===== src/rtl/seg_decode_pkg.sv =====
// seg_decode_pkg: shared 7-segment pattern table (active-high gfedcba) and capture FSM states.
package seg_decode_pkg;
   localparam int SEG_W = 7;
   localparam int NIB_W = 4;
   localparam logic [SEG_W-1:0] SEG_PATTERN [16] = '{
      7'h3F, 7'h06, 7'h5B, 7'h4F, 7'h66, 7'h6D, 7'h7D, 7'h07,
      7'h7F, 7'h6F, 7'h77, 7'h7C, 7'h39, 7'h5E, 7'h79, 7'h71
   };
   typedef enum logic {CAP_IDLE, CAP_OFFER} cap_state_t;
endpackage


===== src/rtl/segment_to_nibble.sv =====
// segment_to_nibble: decodes one active-high gfedcba pattern to a nibble; unknown patterns give err=1, nib=0.
module segment_to_nibble
   import seg_decode_pkg::*;
(
   input  logic [SEG_W-1:0] seg,
   output logic [NIB_W-1:0] nib,
   output logic             err
);
   always_comb begin
      nib = '0;
      err = 1'b1;
      for (int i = 0; i < 16; i++)
         if (seg == SEG_PATTERN[i]) begin
            nib = NIB_W'(i);
            err = 1'b0;
         end
   end
endmodule


===== src/rtl/seven_segment_capture.sv =====
// seven_segment_capture: decodes a raw 7-segment bus once it has settled and offers each new value on valid/ready.
// Define SEG_CAPTURE_ERR_COUNT_EN to add the saturating err_count output.
module seven_segment_capture
   import seg_decode_pkg::*;
#(
   parameter int NUM_DIGITS     = 6,
   parameter int STABLE_CYCLES  = 4,
   parameter bit SEG_ACTIVE_LOW = 1'b1
) (
   input  logic                        clk,
   input  logic                        reset,
   input  logic [SEG_W*NUM_DIGITS-1:0] hex_in,
   output logic [NIB_W*NUM_DIGITS-1:0] value_out,
   output logic [NUM_DIGITS-1:0]       digit_err,
   output logic                        value_valid,
   input  logic                        value_ready
`ifdef SEG_CAPTURE_ERR_COUNT_EN
  ,output logic [7:0]                  err_count
`endif
);
   localparam logic [7:0] STABLE_MAX = 8'(STABLE_CYCLES);
   logic [SEG_W*NUM_DIGITS-1:0] hex_q;
   logic [7:0]                  stable_cnt;
   logic                        first_flag;
   logic [NIB_W*NUM_DIGITS-1:0] dec_val;
   logic [NUM_DIGITS-1:0]       dec_err;
   logic                        go, load;
   cap_state_t                  state, state_nxt;

   for (genvar d = 0; d < NUM_DIGITS; d++) begin : g_dec
      segment_to_nibble u_dec (
         .seg(hex_q[SEG_W*d +: SEG_W] ^ {SEG_W{SEG_ACTIVE_LOW}}),
         .nib(dec_val[NIB_W*d +: NIB_W]),
         .err(dec_err[d])
      );
   end

   always_ff @(posedge clk) begin
      if (reset) begin
         hex_q      <= '0;
         stable_cnt <= '0;
      end else begin
         hex_q      <= hex_in;
         stable_cnt <= (hex_in != hex_q) ? 8'd0 :
                       (stable_cnt == STABLE_MAX) ? STABLE_MAX : stable_cnt + 8'd1;
      end
   end

   // The first offer after reset is forced, later ones only when the decode differs from what was last offered.
   assign go = (stable_cnt == STABLE_MAX) &&
               (first_flag || dec_val != value_out || dec_err != digit_err);

   always_ff @(posedge clk) begin
      if (reset) state <= CAP_IDLE;
      else       state <= state_nxt;
   end

   always_comb begin
      state_nxt = (state == CAP_IDLE) ? (go ? CAP_OFFER : CAP_IDLE) :
                  (value_ready ? CAP_IDLE : CAP_OFFER);
   end

   always_comb begin
      load        = (state == CAP_IDLE) && go;
      value_valid = (state == CAP_OFFER);
   end

   always_ff @(posedge clk) begin
      if (reset) begin
         value_out  <= '0;
         digit_err  <= '0;
         first_flag <= 1'b1;
      end else if (load) begin
         value_out  <= dec_val;
         digit_err  <= dec_err;
         first_flag <= 1'b0;
      end
   end

`ifdef SEG_CAPTURE_ERR_COUNT_EN
   always_ff @(posedge clk) begin
      if (reset)
         err_count <= '0;
      else if (load && |dec_err && err_count != 8'hFF)
         err_count <= err_count + 8'd1;
   end
`endif
endmodule

===== config.mk =====
export PLATFORM = sky130hd
export DESIGN_NAME = seven_segment_capture
export DESIGN_NICKNAME = d
export VERILOG_FILES = /design/src/rtl/seg_decode_pkg.sv /design/src/rtl/segment_to_nibble.sv /design/src/rtl/seven_segment_capture.sv
export SDC_FILE = /design/constraint.sdc
export NUM_CORES = 1
export LEC_CHECK = 0
export CAP_MARGIN = 10
export CORE_MARGIN = 10
export CORE_UTILIZATION = 44
export DETAILED_ROUTE_END_ITERATION = 7
export GPL_ROUTABILITY_DRIVEN = 0
export PLACE_DENSITY_LB_ADDON = 0.25
export SETUP_SLACK_MARGIN = 0.1
export SLEW_MARGIN = 10
export SYNTH_ARGS = -nofsm -noshare
export SYNTH_HDL_FRONTEND = slang
export SYNTH_SLANG_ARGS = --single-unit

===== constraint.sdc =====
create_clock -name clk -period 5.8 [get_ports clk]
set_clock_uncertainty 0.05 [all_clocks]
set_input_delay 1.45 -clock clk [delete_from_list [all_inputs] [get_ports clk]]
set_output_delay 1.45 -clock clk [all_outputs]
set_load 0.02 [all_outputs]

==> results.yml <==
worst_setup_path:
  crit_fanout: 19
  worstSetupStartpointType: "flip-flop"
  crit_chain: "or4b_2 > o311a_1 > o311ai_0 > xnor2_1 > nand4_1 > or4_4 > nor4_4 > buf_4 > mux2i_1 > nand3_1"
  max_stage_delay_ns: 0.63
  worstSetupPathType: "reg2reg"
  worstPathArrival_ns: 3.98
  setup.worst_path.start: "hex_q[24]$_SDFF_PP0_"
  slowest_stage: "dfxtp_1"
  critPathBufInv: 1
  worstPathRequired_ns: 5.99
  rr_endpoint: "value_out[7]$_SDFFE_PP0P_"
  reg2reg_slack_ns: 2.01
  reg2reg_from: "hex_q[24]$_SDFF_PP0_"
  endpoint_kind: "flip-flop"
  crit_cells: 10
  crit_path_end: "value_out[7]$_SDFFE_PP0P_"
  crit_family: "simple AND/OR/NAND/NOR gates"
  worstRegToRegCells: 10
die:
  rows: 43
  die_x_um: 140
  die_y_um: 140
  start_util: 0.452
  core_area_um2: 13900
  dieArea_um2: 19500
  pin_count: 76
worst_hold_path:
  min-delay-path-class: "reg2reg"
cells_and_area:
  final_common_cell: "dfxtp_1"
  layout_common_cells: "82 x dfxtp_1, 74 x clkdlybuf4s50_1, 55 x xnor2_1, 49 x nor2_1, 49 x nor2b_1"
  area_growth_pct: 15.0
  n_fill_cell: 1288
  fin_area_um2: 7250
  n_antenna_cell: 0
  multi_input_area_um2: 4210
  drive_above_1_share: 0.0521
  ff_latch_area_um2: 1640
  nNetsFinal: 849
route:
  wire_per_inst_um: 18.6
  viasPerCell: 6.17
  drc: 0
  routed_wl_mm: 18.4
  drtPass1Iterations: 6
  vias: 6085
  drt-initial-drc-count: 684
  antenna_left: 0
synthesis:
  ys.warnings.count: 0
  syn-num-nets: 828
  synth-main-ff-cell: "dfxtp_1"
  syn_area_per_cell_um2: 8.07
  synth-simple-area-share: 0.351
  synth_compound_area_frac: 0.171
  async_reset_ff_frac: 0
  yosys.area_share.xor_xnor: 0.107
  synth_seq_cells: 82
  synth_cell_types: 81
  synthMuxAreaShare: 0.0351
  synth_top_family_by_area: "simple AND/OR/NAND/NOR gates"
  synthAdderAreaFrac: 0.00397
  netlist_instances: 781
  synthesis.area_um2: 6300
  seq_area_frac_synth: 0.260
  synth_edf_count: 0
timing:
  rsz0062_at_grt: "no"
  final_max_slew_viol_count: 0
  slew_headroom: 0.385
  hold_viol_final: 0
  finalCriticalPeriod_ns: 3.79
  period_share: 0.653
  fmax_ghz: 0.264
  worst_slew_pin_slew_ns: 0.900
  fin_setup_tns_ns: 0
  setup-violations-final: 0
clocking:
  path_clk_slew_ns: 0.06
  postCtsHoldBufs: 0
  htreeDepth: 3
  clockRootBuffer: "clkbuf_16"
  cts_resized: 0
  cts_buffers: 9
  clk-insertion-delay-late_ns: 0.35
  post_cts_buffers: 0
  clock_path_buffers: 2
  tritoncts: "yes"
  clock_sinks: 82
power:
  irDropWorstVdd_uv: 122
  powerDensity_nw_per_um2: 208
  leakage_nw: 2.47
placement:
  place_hpwl_mm: 13.3
  portBuffers: 75
  place_area_um2: 6940
grt:
  grt_overflow: 0
  grt_pass1_wl_mm: 29.2
  grt_start_max_net_pins: 71
  grt_use_total: 0.179
  grt_antenna_before_repair: 0
  grt_pass1_vias: 5359
flow_run:
  drv_cap: 0
run_status:
  outcome: "completed"
-- cells by family after synthesis --
family	after synthesis
mux	22
fa+ha+maj	2
compound gates	139
flops	82
buf+inv	91
xor+xnor	77
simple gates	368
-- cells in the mapped netlist (all sizes together) (9+ instances only) --
cell / number / share of area
dfxtp: 82 / 0.26
xnor2: 55 / 0.076
nor2: 49 / 0.029
nor2b: 49 / 0.049
nand2: 44 / 0.026
nand3: 40 / 0.032
buf: 38 / 0.039
nor3b: 33 / 0.039
clkbuf: 32 / 0.019
nand4: 28 / 0.028
xor2: 22 / 0.031
inv: 21 / 0.013
mux2i: 21 / 0.033
nor3: 21 / 0.017
a32oi: 17 / 0.024
o21ai: 17 / 0.014
a21oi: 14 / 0.012
and3: 14 / 0.014
nand2b: 12 / 0.012
nor4: 12 / 0.014
o211ai: 11 / 0.013
a211oi: 10 / 0.013
nor4b: 10 / 0.015
nor4bb: 10 / 0.016
a31oi: 9 / 0.0089
-- report_power, final --
part | leakage, nW | internal [mW] | switching (mW)
Clock | 0.151 | 0.372 | 0.243
Sequential | 0.672 | 0.579 | 0.0571
Combinational | 1.65 | 0.120 | 0.135
Total | 2.47 | 1.07 | 0.435
-- worst min path at each step --
stage	end	startpoint	slack [ns]	cells after the start
6_report	first_flag$_SDFFE_PP1P_	first_flag$_SDFFE_PP1P_	0.44	2
5_1_grt	first_flag$_SDFFE_PP1P_	first_flag$_SDFFE_PP1P_	0.48	2
4_1_cts	stable_cnt[0]$_SDFF_PP0_	stable_cnt[0]$_SDFF_PP0_	0.45	1
3_5_place_dp	first_flag$_SDFFE_PP1P_	first_flag$_SDFFE_PP1P_	0.41	2
3_3_place_gp	first_flag$_SDFFE_PP1P_	first_flag$_SDFFE_PP1P_	0.42	2
2_1_floorplan	first_flag$_SDFFE_PP1P_	first_flag$_SDFFE_PP1P_	0.39	2
-- routing by layer --
layer  vias up  GRT usage  part of all wire
met5         -          0                 0
met4         0     0.0511             0.021
met3        25     0.0446             0.068
met2       225      0.287              0.48
met1      2915      0.231              0.44
li1       2920          -                 -
-- worst reg2reg max path, delay by kind of cell, from the launching register on --
family,cells,cell delay [ns]
compound gates,2,0.63
xor+xnor,1,0.20
buf+inv,1,0.35
flops,1,0.63
mux,1,0.25
simple gates,5,1.58
-- final cells by class --
| type | count | share of cell area |
|---|---|---|
| sequential | 82 | 0.226 |
| clock inverter | 6 | 0.0114 |
| timing repair buffer | 80 | 0.108 |
| tap | 180 | 0.0311 |
| inverter | 21 | 0.0109 |
| multi-input combinational | 608 | 0.581 |
| clock buffer | 9 | 0.0311 |
-- registers in the layout (all words and copies together), names as in the netlist --
name,count
hex_q,42
value_out,24
stable_cnt,8
digit_err,6
first_flag,1
value_valid,1
-- metrics by stage --
stage / std cells / hold WS, ns / utilization / power [mW] / setup slack (ns)
3_3_place_gp: 971 / 0.418 / 0.498 / 0.892 / 2.16
5_1_grt: 986 / 0.482 / 0.520 / 1.57 / 1.76
6_report: 986 / 0.444 / 0.520 / 1.51 / 2.01
3_5_place_dp: 971 / 0.414 / 0.498 / 0.899 / 2.07
4_1_cts: 986 / 0.447 / 0.520 / 1.52 / 2.05
2_1_floorplan: 781 / 0.391 / - / 0.816 / 2.35
(Power assumes the default switching activity.)
==> edit 1 (same flow settings) <==
Set the package constant `SEG_W` to 8 (it was 7).
--- a/src/rtl/seg_decode_pkg.sv
+++ b/src/rtl/seg_decode_pkg.sv
@@ -2,3 +2,3 @@
 package seg_decode_pkg;
-   localparam int SEG_W = 7;
+   localparam int SEG_W = 8;
    localparam int NIB_W = 4;
Interface: changed (resized hex_in); port bits go from 76 to 82. No check against the original RTL was run, so the function may have changed too.
==> edit 1 against the unedited design <==
Setup slack got worse by 430 ps; final area grew 10%; via count increased by 16%; power up 0.68%; wire length is 19% higher; sequential cell count is 6 higher; first-iteration DRC count increased by 17%; final cell count increased by 13%; area after synthesis rose by 9.5%; sequential power is 7.5% higher.
==> edit 1: results (changes against the unedited design) <==
- Outcome: complete, no violations
- R2R Path Start: hex_q[25]
- Fillers: 1498 (+16%)
- Port Buffer Count: 81 (+8.0%)
- Worst Hold End: stable_cnt[0]
- DR vias/cell: 6.326 (+2.5%)
- Cts bufs inserted: 9 (unchanged)
- Share of cells above drive strength 1: 5.973% (+0.76 points)
- Crit path DAT: 4420 ps (+440 ps)
- Crit-path max cell delay: 870 ps (+240 ps)
- Minimum clock period: 4223 ps (+433.2 ps)
- Synth Net Count: 928 (+12%)
- Regs by FF count: hex_q (48), value_out (24), stable_cnt (8)
- Hold Crit Start: stable_cnt[0]
- Hold depth: 1 (-1)
- Antenna diodes: 0 (unchanged)
- Setup crit end: value_out[11]
- Place WS: 1669 ps (-400.5 ps)
- Power per standard cell area: 189.8 nW/um2 (-8.7%)
- Critical path's slowest cell: nor4_4
- DP Wirelength: 15980 um (+20%)
- Top post-synthesis cells by area: dfxtp_1, xnor2_1, nor2b_1, nor2_1, nor4b_1
- Initial antenna violation count: 0 (unchanged)
- Largest net degree at the start of global routing: 78 (+9.9%)
- Synth cell types: 93 (+15%)
- Sequential power: 0.684 mW (+7.5%)
- GRT Overall Usage: 19.92% (+2.0 points)
- Flop-to-flop setup slack: 1580 ps (-430 ps)
- Top cells by count, synth: dfxtp_1, nor2_1, nor2b_1, nand2_1, clkbuf_1
- Nets: 953 (+12%)
- Worst hold slack: 434.1 ps (-9.711 ps)
- Leakage power: 2.720 nW (+10%)
- Power Clock: 0.617 mW (about the same)
- Slew HR: 32.90% (-5.6 points)
- CP Max Fanout: 17 (-2)
- Placement Cell Area: 7689 um2 (+11%)
- Via count: 7053 (+16%)
- Switching share of total power: 28.97% (+0.065 points)
- First-pass GRT wire length: 35040 um (+20%)
- Number of global-route vias before repair: 6396 (+19%)
- Drt initial violations: 800 (+17%)
- Worst vdd ir: 0.0001390 V (+14%)
- Placed insts: 1100 (+13%)
==> edit 1: kinds of logic (layout without fill, tap and decap cells) <==
group	after synthesis	count (layout)	synth area share [%]
and+or+nand+nor	410	410	36.40
buffers and inverters	113	142	6.998
DFF	88	88	25.53
xor gates and xnor gates	54	54	6.853
adders and majority gates	2	2	0.3625
AOI/OAI and AO/OA	183	183	20.20
muxes	25	25	3.662
==> edit 1: routing by layer <==
metal  track usage [%]  share of wire [%]
met4             6.673                2.6
met2             32.54                 48
met3             3.663                6.7
met5                 0                  0
met1             25.80                 43
==> edit 1: cell type report <==
| type | instances | share of cell area (%) |
|---|---|---|
| clock buffer | 10 | 2.990 |
| timing repair buffer | 86 | 10.55 |
| tap | 211 | 3.303 |
| clock inverter | 5 | 0.8140 |
| inverter | 41 | 1.925 |
| sequential | 88 | 22.04 |
| multi-input combinational | 674 | 58.37 |
==> edit 2 (same flow settings) <==
Made on the original files. Compare `stable_cnt` against `STABLE_MAX` with >= in place of ==.
--- a/src/rtl/seven_segment_capture.sv
+++ b/src/rtl/seven_segment_capture.sv
@@ -49,3 +49,3 @@
    // The first offer after reset is forced, later ones only when the decode differs from what was last offered.
-   assign go = (stable_cnt == STABLE_MAX) &&
+   assign go = (stable_cnt >= STABLE_MAX) &&
                (first_flag || dec_val != value_out || dec_err != digit_err);
Check against the original RTL: same outputs for any inputs over 10 cycles, from zero or initial values and one cycle with reset high; that may be too few to reach the edited logic, so the function may still have changed.
==> edit 2 against the unedited design <==
Setup slack worse by 41 ps; critical path type unchanged; area after synthesis decreased by 1.9%; synthesized cell count shrank 0.26%; wire length is 0.46% lower; power is 0.61% lower; combinational power is 4% higher; maximum frequency decreased by 1.1%; sequential cell count unchanged; final area shrank 0.53%; non-clock buffer count decreased by 2.
==> edit 2: results (changes against the unedited design) <==
- Outcome: complete, no violations
- Multi-input gate area: 4143 um2 (-1.7%)
- Top post-synthesis cells by area: dfxtp_1, xnor2_1, nor2b_1, nand3_1, nor2_1
- WL met1: 7924 um (-1.1%)
- Synth cell types: 74 (-8.6%)
- Seq/total area: 22.76% (+0.12 points)
- Pwr Total: 1.497 mW (-0.61%)
- Place WS: 1988 ps (-81.90 ps)
- Synth Net Count: 826 (-0.24%)
- Crit-path max cell delay: 740 ps (+110 ps)
- M1 GR Usage: 23.38% (+0.30 points)
- Nonclk buf count: 78 (-2.5%)
- Critical path's slowest cell: nor4_4
- Largest net degree at the start of global routing: 43 (-39%)
- Clock power share: 40.2% (-0.6 points)
- Top cells by count, synth: dfxtp_1, xnor2_1, nor2b_1, nor2_1, nand3_1
- P_comb: 0.264 mW (+4%)
- Clock network area share: 4.251% (+0.0055 points)
- M3 GR Usage: 4.247% (-0.21 points)
- Worst vdd ir: 0.0001093 V (-10%)
- Syn Inst Count: 779 (-0.26%)
- GRT Overall Usage: 18.54% (+0.67 points)
- Top cell type's share of synthesized area: 26.55% (+0.51 points)
- Seq/Total Area, Yosys: 26.55% (+0.51 points)
- DP Wirelength: 13780 um (+3.4%)
- Drt initial violations: 499 (-27%)
- Via count: 5974 (-1.8%)
- Leakage power: 2.478 nW (+0.22%)
- Die area: 19190 um2 (-1.6%)
- First-pass GRT wire length: 29800 um (+2.0%)
- Data buffer area share: 10.65% (-0.15 points)
- Signal inverters: 34 (+62%)
- Slew HR: 40.62% (+2.2 points)
- GR Util met2: 29.42% (+0.74 points)
- DR vias/cell: 6.028 (-2.3%)
- Fillers: 1301 (+1.0%)
- Placed insts: 975 (+0.41%)
-- edit 2: cell count changes in the layout (fill, tap and decap cells not counted), sizes merged, moves of 10 or more --
| cell | before | now |
|---|---|---|
| nor3b | 33 | 8 |
| a211oi | 10 | 32 |
| mux2i | 21 | 6 |
| inv | 21 | 34 |
| a32oi | 17 | 6 |
| nand4 | 28 | 18 |
| nor2b | 49 | 59 |
-- edit 2: worst paths after layout --
path          startpoint            to  slack [ps]  depth (start not counted)
max            hex_q[15]  value_out[3]        1970                          9
min          value_valid   value_valid         440                          2
max reg2reg    hex_q[15]  value_out[3]        1970                          9
min reg2reg  value_valid   value_valid         440                          2
-- edit 2: cell families (layout without fill, tap and decap cells) --
family                     Yosys count  after routing  synth area share (%)
adders and majority gates            3              3                0.5666
DFF                                 82             82                 26.55
xor gates and xnor gates            76             76                 10.77
and+or+nand+nor                    358            358                 34.45
AOI/OAI and AO/OA                  157            157                 19.85
buffers and inverters               96            128                 6.659
muxes                                7              7                 1.154
